<file path="config.mk">
export PLATFORM = sky130hd
export DESIGN_NAME = mem_access_flat
export DESIGN_NICKNAME = d
export VERILOG_FILES = /design/src/rtl/mem_access_if.sv /design/src/rtl/mem_access.sv /design/src/flat_wrapper.sv
export SDC_FILE = /design/constraint.sdc
export NUM_CORES = 1
export LEC_CHECK = 0
export CORE_ASPECT_RATIO = 2
export CORE_MARGIN = 5
export CORE_UTILIZATION = 49
export CTS_CLUSTER_SIZE = 30
export DETAILED_ROUTE_END_ITERATION = 10
export MAX_ROUTING_LAYER = met4
export PLACE_DENSITY_LB_ADDON = 0.12
export RECOVER_POWER = 25
export REMOVE_ABC_BUFFERS = 1
export SYNTH_ARGS = -nofsm -noshare
export SYNTH_HDL_FRONTEND = slang
export SYNTH_SLANG_ARGS = --single-unit
export TNS_END_PERCENT = 1
</file>
<file path="constraint.sdc">
create_clock -name clk -period 4.7 [get_ports clk]
set_input_delay 0.47 -clock clk [delete_from_list [all_inputs] [get_ports clk]]
set_output_delay 0.47 -clock clk [all_outputs]
set_load 0.01 [all_outputs]
</file>
<file path="src/rtl/mem_access_if.sv">
// Execute-side instruction handshake, data-memory bus and register-file write port of mem_access.
// The slave modport is the stage itself; master is whatever drives it (core or bench).
interface mem_access_if;
    logic        in_valid;
    logic        in_ready;
    logic [2:0]  in_op;
    logic [31:0] in_addr;
    logic [31:0] in_sdata;
    logic [4:0]  in_dst;
    logic [31:0] in_nextpc;

    logic        mem_req;
    logic        mem_we;
    logic [31:0] mem_addr;
    logic [31:0] mem_wdata;
    logic [3:0]  mem_be;
    logic        mem_ack;
    logic [31:0] mem_rdata;

    logic [31:0] wr;
    logic [4:0]  wa;
    logic        wren;
    logic [31:0] nextpc;
    logic        out_valid;
    logic        err;

    modport slave (
        input  in_valid, in_op, in_addr, in_sdata, in_dst, in_nextpc, mem_ack, mem_rdata,
        output in_ready, mem_req, mem_we, mem_addr, mem_wdata, mem_be,
        output wr, wa, wren, nextpc, out_valid, err
    );

    modport master (
        output in_valid, in_op, in_addr, in_sdata, in_dst, in_nextpc, mem_ack, mem_rdata,
        input  in_ready, mem_req, mem_we, mem_addr, mem_wdata, mem_be,
        input  wr, wa, wren, nextpc, out_valid, err
    );
endinterface

</file>
<file path="src/rtl/mem_access.sv">
// Memory-access stage: one instruction at a time, load/store over a req/ack bus, then one register write.
// Define MEM_TIMEOUT_EN to abandon a bus access after TIMEOUT cycles without mem_ack.
module mem_access #(
    parameter int TIMEOUT = 255
) (
    input  logic        clk,
    input  logic        rstd,
    mem_access_if.slave bus
);
    localparam logic [2:0] OP_LW  = 3'd1;
    localparam logic [2:0] OP_LB  = 3'd2;
    localparam logic [2:0] OP_LBU = 3'd3;
    localparam logic [2:0] OP_SW  = 3'd4;
    localparam logic [2:0] OP_SB  = 3'd5;

    typedef enum logic [1:0] {IDLE = 2'd0, BUS = 2'd1, DONE = 2'd2} state_t;

    // The wait counter is 8 bits wide, so the limit must fit in it.
    if (TIMEOUT < 1 || TIMEOUT > 255) begin : g_bad_timeout
        $error("mem_access: TIMEOUT must be in 1..255");
    end

    function automatic logic is_load(input logic [2:0] op);
        return (op == OP_LW) || (op == OP_LB) || (op == OP_LBU);
    endfunction

    function automatic logic is_store(input logic [2:0] op);
        return (op == OP_SW) || (op == OP_SB);
    endfunction

    function automatic logic is_misaligned(input logic [2:0] op, input logic [1:0] off);
        return ((op == OP_LW) || (op == OP_SW)) && (off != 2'd0);
    endfunction

    function automatic logic [3:0] byte_en(input logic [2:0] op, input logic [1:0] off);
        if ((op == OP_LB) || (op == OP_LBU) || (op == OP_SB))
            return 4'b0001 << off;
        return 4'b1111;
    endfunction

    function automatic logic [31:0] load_data(input logic [2:0] op, input logic [1:0] off,
                                              input logic [31:0] rdata);
        logic signed [7:0] b;
        b = rdata[{off, 3'b000} +: 8];
        if (op == OP_LW)
            return rdata;
        if (op == OP_LB)
            return 32'(b);
        return {24'd0, b};
    endfunction

    state_t      state, state_nxt;
    logic [2:0]  op_q;
    logic [1:0]  off_q;
    logic [4:0]  dst_q;
    logic [31:0] npc_q;
    logic        fail_q;
    logic        mem_we_q;
    logic [31:0] mem_addr_q, mem_wdata_q;
    logic [3:0]  mem_be_q;
    logic [31:0] wr_q, nextpc_q;
    logic [4:0]  wa_q;
    logic        err_q;
    logic        accept, go_bus, ack_bus, timeout;

    assign accept  = (state == IDLE) && bus.in_valid;
    assign go_bus  = accept && (is_load(bus.in_op) || is_store(bus.in_op))
                     && !is_misaligned(bus.in_op, bus.in_addr[1:0]);
    assign ack_bus = (state == BUS) && bus.mem_ack;

`ifdef MEM_TIMEOUT_EN
    logic [7:0] tmo_cnt;

    // Zero outside BUS, so every new access starts counting from 0.
    always_ff @(posedge clk) begin
        if (rstd || state != BUS)
            tmo_cnt <= 8'd0;
        else if (!bus.mem_ack)
            tmo_cnt <= tmo_cnt + 8'd1;
    end

    assign timeout = (state == BUS) && !bus.mem_ack && ((tmo_cnt + 8'd1) == 8'(TIMEOUT));
`else
    assign timeout = 1'b0;
`endif

    always_comb begin
        state_nxt     = state;
        bus.in_ready  = (state == IDLE);
        bus.mem_req   = (state == BUS);
        bus.out_valid = (state == DONE);
        bus.wren      = 1'b1;
        unique case (state)
            IDLE:    if (bus.in_valid) state_nxt = go_bus ? BUS : DONE;
            BUS:     if (bus.mem_ack || timeout) state_nxt = DONE;
            DONE:    state_nxt = IDLE;
            default: state_nxt = IDLE;
        endcase
        if ((state == DONE) && !is_store(op_q) && !fail_q && (wa_q != 5'd0))
            bus.wren = 1'b0;
    end

    always_ff @(posedge clk) begin
        if (rstd) begin
            state       <= IDLE;
            op_q        <= 3'd0;
            off_q       <= 2'd0;
            dst_q       <= 5'd0;
            npc_q       <= 32'd0;
            fail_q      <= 1'b0;
            err_q       <= 1'b0;
            mem_we_q    <= 1'b0;
            mem_addr_q  <= 32'd0;
            mem_wdata_q <= 32'd0;
            mem_be_q    <= 4'd0;
            wr_q        <= 32'd0;
            wa_q        <= 5'd0;
            nextpc_q    <= 32'd0;
        end else begin
            state <= state_nxt;
            if (accept) begin
                op_q   <= bus.in_op;
                off_q  <= bus.in_addr[1:0];
                dst_q  <= bus.in_dst;
                npc_q  <= bus.in_nextpc;
                fail_q <= is_misaligned(bus.in_op, bus.in_addr[1:0]);
                if (is_misaligned(bus.in_op, bus.in_addr[1:0]))
                    err_q <= 1'b1;
                if (!is_load(bus.in_op) && !is_store(bus.in_op))
                    wr_q <= bus.in_addr;
            end
            if (go_bus) begin
                mem_we_q    <= is_store(bus.in_op);
                mem_addr_q  <= {bus.in_addr[31:2], 2'b00};
                mem_be_q    <= byte_en(bus.in_op, bus.in_addr[1:0]);
                mem_wdata_q <= (bus.in_op == OP_SB) ? {4{bus.in_sdata[7:0]}} : bus.in_sdata;
            end
            if (ack_bus && is_load(op_q))
                wr_q <= load_data(op_q, off_q, bus.mem_rdata);
            if (timeout) begin
                fail_q <= 1'b1;
                err_q  <= 1'b1;
            end
            // wa/nextpc only change on the way into DONE so they hold steady otherwise.
            if (accept && !go_bus) begin
                wa_q     <= bus.in_dst;
                nextpc_q <= bus.in_nextpc;
            end
            if ((state == BUS) && (state_nxt == DONE)) begin
                wa_q     <= dst_q;
                nextpc_q <= npc_q;
            end
        end
    end

    assign bus.mem_we    = mem_we_q;
    assign bus.mem_addr  = mem_addr_q;
    assign bus.mem_wdata = mem_wdata_q;
    assign bus.mem_be    = mem_be_q;
    assign bus.wr        = wr_q;
    assign bus.wa        = wa_q;
    assign bus.nextpc    = nextpc_q;
    assign bus.err       = err_q;
endmodule

</file>
<file path="src/flat_wrapper.sv">
// flat-port wrapper written by rule: the top's interface ports become plain ports
module mem_access_flat 
#(
    parameter int TIMEOUT = 255
)
  (clk, rstd, bus_in_valid, bus_in_op, bus_in_addr, bus_in_sdata, bus_in_dst, bus_in_nextpc, bus_mem_ack, bus_mem_rdata, bus_in_ready, bus_mem_req, bus_mem_we, bus_mem_addr, bus_mem_wdata, bus_mem_be, bus_wr, bus_wa, bus_wren, bus_nextpc, bus_out_valid, bus_err);
  mem_access_if bus_i ();
  input  logic clk;
  input  logic rstd;
  input wire logic [$bits(bus_i.in_valid)-1:0] bus_in_valid;
  input wire logic [$bits(bus_i.in_op)-1:0] bus_in_op;
  input wire logic [$bits(bus_i.in_addr)-1:0] bus_in_addr;
  input wire logic [$bits(bus_i.in_sdata)-1:0] bus_in_sdata;
  input wire logic [$bits(bus_i.in_dst)-1:0] bus_in_dst;
  input wire logic [$bits(bus_i.in_nextpc)-1:0] bus_in_nextpc;
  input wire logic [$bits(bus_i.mem_ack)-1:0] bus_mem_ack;
  input wire logic [$bits(bus_i.mem_rdata)-1:0] bus_mem_rdata;
  output wire logic [$bits(bus_i.in_ready)-1:0] bus_in_ready;
  output wire logic [$bits(bus_i.mem_req)-1:0] bus_mem_req;
  output wire logic [$bits(bus_i.mem_we)-1:0] bus_mem_we;
  output wire logic [$bits(bus_i.mem_addr)-1:0] bus_mem_addr;
  output wire logic [$bits(bus_i.mem_wdata)-1:0] bus_mem_wdata;
  output wire logic [$bits(bus_i.mem_be)-1:0] bus_mem_be;
  output wire logic [$bits(bus_i.wr)-1:0] bus_wr;
  output wire logic [$bits(bus_i.wa)-1:0] bus_wa;
  output wire logic [$bits(bus_i.wren)-1:0] bus_wren;
  output wire logic [$bits(bus_i.nextpc)-1:0] bus_nextpc;
  output wire logic [$bits(bus_i.out_valid)-1:0] bus_out_valid;
  output wire logic [$bits(bus_i.err)-1:0] bus_err;
  assign bus_i.in_valid = bus_in_valid;
  assign bus_i.in_op = bus_in_op;
  assign bus_i.in_addr = bus_in_addr;
  assign bus_i.in_sdata = bus_in_sdata;
  assign bus_i.in_dst = bus_in_dst;
  assign bus_i.in_nextpc = bus_in_nextpc;
  assign bus_i.mem_ack = bus_mem_ack;
  assign bus_i.mem_rdata = bus_mem_rdata;
  assign bus_in_ready = bus_i.in_ready;
  assign bus_mem_req = bus_i.mem_req;
  assign bus_mem_we = bus_i.mem_we;
  assign bus_mem_addr = bus_i.mem_addr;
  assign bus_mem_wdata = bus_i.mem_wdata;
  assign bus_mem_be = bus_i.mem_be;
  assign bus_wr = bus_i.wr;
  assign bus_wa = bus_i.wa;
  assign bus_wren = bus_i.wren;
  assign bus_nextpc = bus_i.nextpc;
  assign bus_out_valid = bus_i.out_valid;
  assign bus_err = bus_i.err;
  mem_access #(.TIMEOUT(TIMEOUT)) u_core (.clk(clk), .rstd(rstd), .bus(bus_i));
endmodule
</file>
==> flow_metrics.py <==
metrics = {
    "sta": {
        "finalCritPeriodShare_pct": 62.6,
        "timing.final.hold_violations": 0,
        "least_margin_pin_slew_ns": 2.07,
        "clock_skew_ns": 0.00866,
        "timing.final.ws_setup_ns": 1.76,
        "min_tclk_post_route_ns": 2.94,
        "rsz_0062_raised_after_global_routing": "false",
        "fmax_mhz": 340,
        "timing_max_transition_violations_final": 44,
        "maxSlewHeadroom_pct": -37.8,
        "setup_viol_count_final": 0,
    },
    "synth": {
        "netlist_top_cells_area": "dfxtp_1 (45%), a21oi_1 (9.4%), nand2_1 (6.2%)",
        "synth.area.mux_share_pct": 3.06,
        "post_synth_edffs": 0,
        "simple_gate_area_share_of_the_yosys_netlist_pct": 17.7,
        "asyncSetResetFlopFracSynth_pct": 0,
        "ys_seq_elements": 182,
        "synth.yosys.warnings": 0,
        "synth-adder-area-share_pct": 0,
        "synth_top_family_by_area": "compound AO/OA/AOI/OAI gates",
        "synth_area_per_cell_um2": 8.38,
        "synthDominantCellAreaShare_pct": 44.6,
        "count_of_different_cell_masters_after_synthesis": 47,
        "post_synth_inst_count": 976,
        "synth_area_in_compound_gates_pct": 28.4,
        "ys_dominant_reg_cell": "dfxtp_1",
        "cell_area_after_synthesis_mm2": 0.00818,
        "synth_largest_area_cell": "dfxtp_1",
        "yosys.area_share.xor_xnor_pct": 0.337,
        "synth-seq-area-share_pct": 44.6,
    },
    "cells_and_area": {
        "layout_common_cells": "clkdlybuf4s50_1 (216), dfxtp_1 (182), a21oi_1 (153)",
        "num-fill-cells": 1333,
        "final_net_count": 1330,
        "proportion_of_layout_cells_with_a_drive_suffix_above_1_pct": 7.48,
        "area_growth_pct": 41.4,
        "leading_cell_type_in_the_layout_fill_and_taps_excluded": "clkdlybuf4s50_1",
        "final_area_mm2": 0.0116,
    },
    "detailed_routing": {
        "vias": 8342,
        "postRouteAntennaNets": 0,
        "total_drc_errors_in_the_routed_layout": 0,
        "drtIter0Drc": 418,
        "routed_wirelength_um": 27400,
        "1st_pass_router_iterations": 9,
        "post_drt_wl_per_cell_um": 19.4,
        "via_per_inst": 5.92,
    },
    "floorplanning": {
        "pin_count": 283,
        "initial_core_util_pct": 50.0,
        "chipWidth_um": 101,
        "floorplan.die_area_mm2": 0.0195,
        "row_count": 66,
        "dieHeight_um": 193,
        "core_region_area_mm2": 0.0164,
    },
    "clocking": {
        "cts_tree": "done",
        "clock_insertion_delay_worst_skew_ns": 0.44,
        "cts_max_level": 4,
        "numCtsBuffers": 17,
        "max-clock-path-buffers": 2,
        "post_cts_buffers": 0,
        "ctsResizeCount": 0,
        "ctsHoldBuffers": 0,
        "clock_sinks": 182,
        "path_clk_slew_ns": 0.07,
        "clock-root-buffer": "clkbuf_16",
    },
    "grt": {
        "vias_in_the_first_global_route": 8161,
        "global_route.usage.total_pct": 28.3,
        "grt.overflow.total": 0,
        "number_of_antenna_violations_at_the_first_check_in_global_routing": 1,
        "grt_pass1_wl_um": 42000,
        "largest_net_degree_at_the_start_of_global_routing": 99,
    },
    "run": {
        "max-cap-violations": 1,
    },
    "power_and_ir_drop": {
        "pwr_density_cell_mw_per_mm2": 354,
        "total_power_mw": 4.09,
        "pleak_nw": 4.28,
        "vdd_ir_drop_max_uv": 266,
    },
    "outcome": {
        "status": "finished with violations",
        "failed_checks": "capacitance limit, slew limit",
    },
    "worst_setup_path": {
        "worstRegToRegCells": 4,
        "cp_data_required_time_ns": 5.05,
        "worst_setup_path_end_kind": "register",
        "cp.arrival_ns": 3.30,
        "timing.setup.critical_path_class": "in -> reg",
        "startpoint_type": "input port",
        "path_max_fanout": 43,
    },
    "place": {
        "placedInstanceArea_mm2": 0.0110,
        "dp_worst_setup_slack_ns": 1.50,
        "io_buffer_count": 280,
        "hpwl_um": 18600,
        "gp_congestion": 0.876,
    },
    "min_path": {
        "min_path_type": "reg -> reg",
        "min_delay_path_depth": 1,
    },
}
-- worst max-delay path: stages --
cell and delay [ns]:
dlygate4sd3_1 0.59, or3b_2 0.29, clkbuf_1 1.51, nand2_1 0.20, a21oi_1 0.23
-- Yosys cell counts, types with 3 or more instances --
| cell type | n |
|---|---|
| a2111oi_0 | 13 |
| a2111oi_1 | 4 |
| a2111oi_2 | 19 |
| a211oi_1 | 28 |
| a21o_1 | 26 |
| a21oi_1 | 153 |
| a31oi_1 | 26 |
| and2_1 | 10 |
| buf_1 | 6 |
| buf_2 | 34 |
| buf_4 | 7 |
| clkbuf_1 | 55 |
| dfxtp_1 | 182 |
| inv_1 | 6 |
| mux2i_1 | 7 |
| mux4_2 | 8 |
| nand2_1 | 134 |
| nand3_1 | 38 |
| nand3b_1 | 3 |
| nand4_1 | 25 |
| nor2_1 | 55 |
| nor2b_1 | 4 |
| nor3_1 | 29 |
| o211ai_1 | 25 |
| o21ai_0 | 39 |
| o22ai_1 | 15 |
-- final timing paths --
path                               from               endpoint  slack, ns
setup / recovery           bus_in_valid        u_core.dst_q[1]       1.76
hold reg to reg   u_core.bus.nextpc[14]  u_core.bus.nextpc[14]       0.44
hold / removal    u_core.bus.nextpc[14]  u_core.bus.nextpc[14]       0.44
setup reg to reg        u_core.state[0]        u_core.dst_q[1]       1.94
-- registers in the layout, indices dropped and copies added (netlist names) --
| register | flops |
|---|---|
| u_core.bus.mem_wdata | 32 |
| u_core.bus.nextpc | 32 |
| u_core.bus.wr | 32 |
| u_core.npc_q | 32 |
| u_core.bus.mem_addr | 30 |
| u_core.bus.wa | 5 |
| u_core.dst_q | 5 |
| u_core.bus.mem_be | 4 |
| u_core.op_q | 3 |
| u_core.off_q | 2 |
| u_core.state | 2 |
| u_core.bus.err | 1 |
| u_core.bus.mem_we | 1 |
| u_core.fail_q | 1 |
-- where the power goes --
part	internal [mW]	total [mW]	switching [mW]
sequential	1.67	1.74	0.0743
combinational	0.421	0.878	0.457
clock	0.853	1.47	0.613
total	2.94	4.09	1.14
-- kinds of logic (layout without fill, tap and decap cells) --
kind of cell / after synthesis / in the layout
other cells: 1 / 3
compound gates: 356 / 356
xor+xnor: 1 / 1
flops: 182 / 182
buf+inv: 109 / 335
simple gates: 312 / 312
mux: 15 / 15
-- through the flow --
step,util (%),std cells,setup TNS (ns),hold WS (ns)
after floorplan,-,874,-15.14,0.430
after global placement,67.0,1375,0,0.432
after detailed placement,67.0,1375,0,0.439
after CTS,70.7,1407,0,0.452
after global routing,70.7,1408,0,0.457
final,70.7,1408,0,0.443
-- metal layers --
metal	vias to the layer above	routed length (um)	track usage [%]
li1	3986	-	-
met1	3960	10100	30.8
met2	332	14400	47.6
met3	64	1930	6.80
met4	0	936	13.6
met5	-	0	-
-- layout make-up --
type	instances	area [um^2]	area share [%]
Tap cell	204	255	2.21
Multi-Input combinational cell	686	4090	35.4
Sequential cell	182	3640	31.5
Inverter	6	22.5	0.195
Timing Repair Buffer	297	2940	25.4
Clock inverter	11	150	1.30
Antenna cell	1	2.50	0.0217
Clock buffer	21	450	3.90
(Power assumes the default switching activity.)
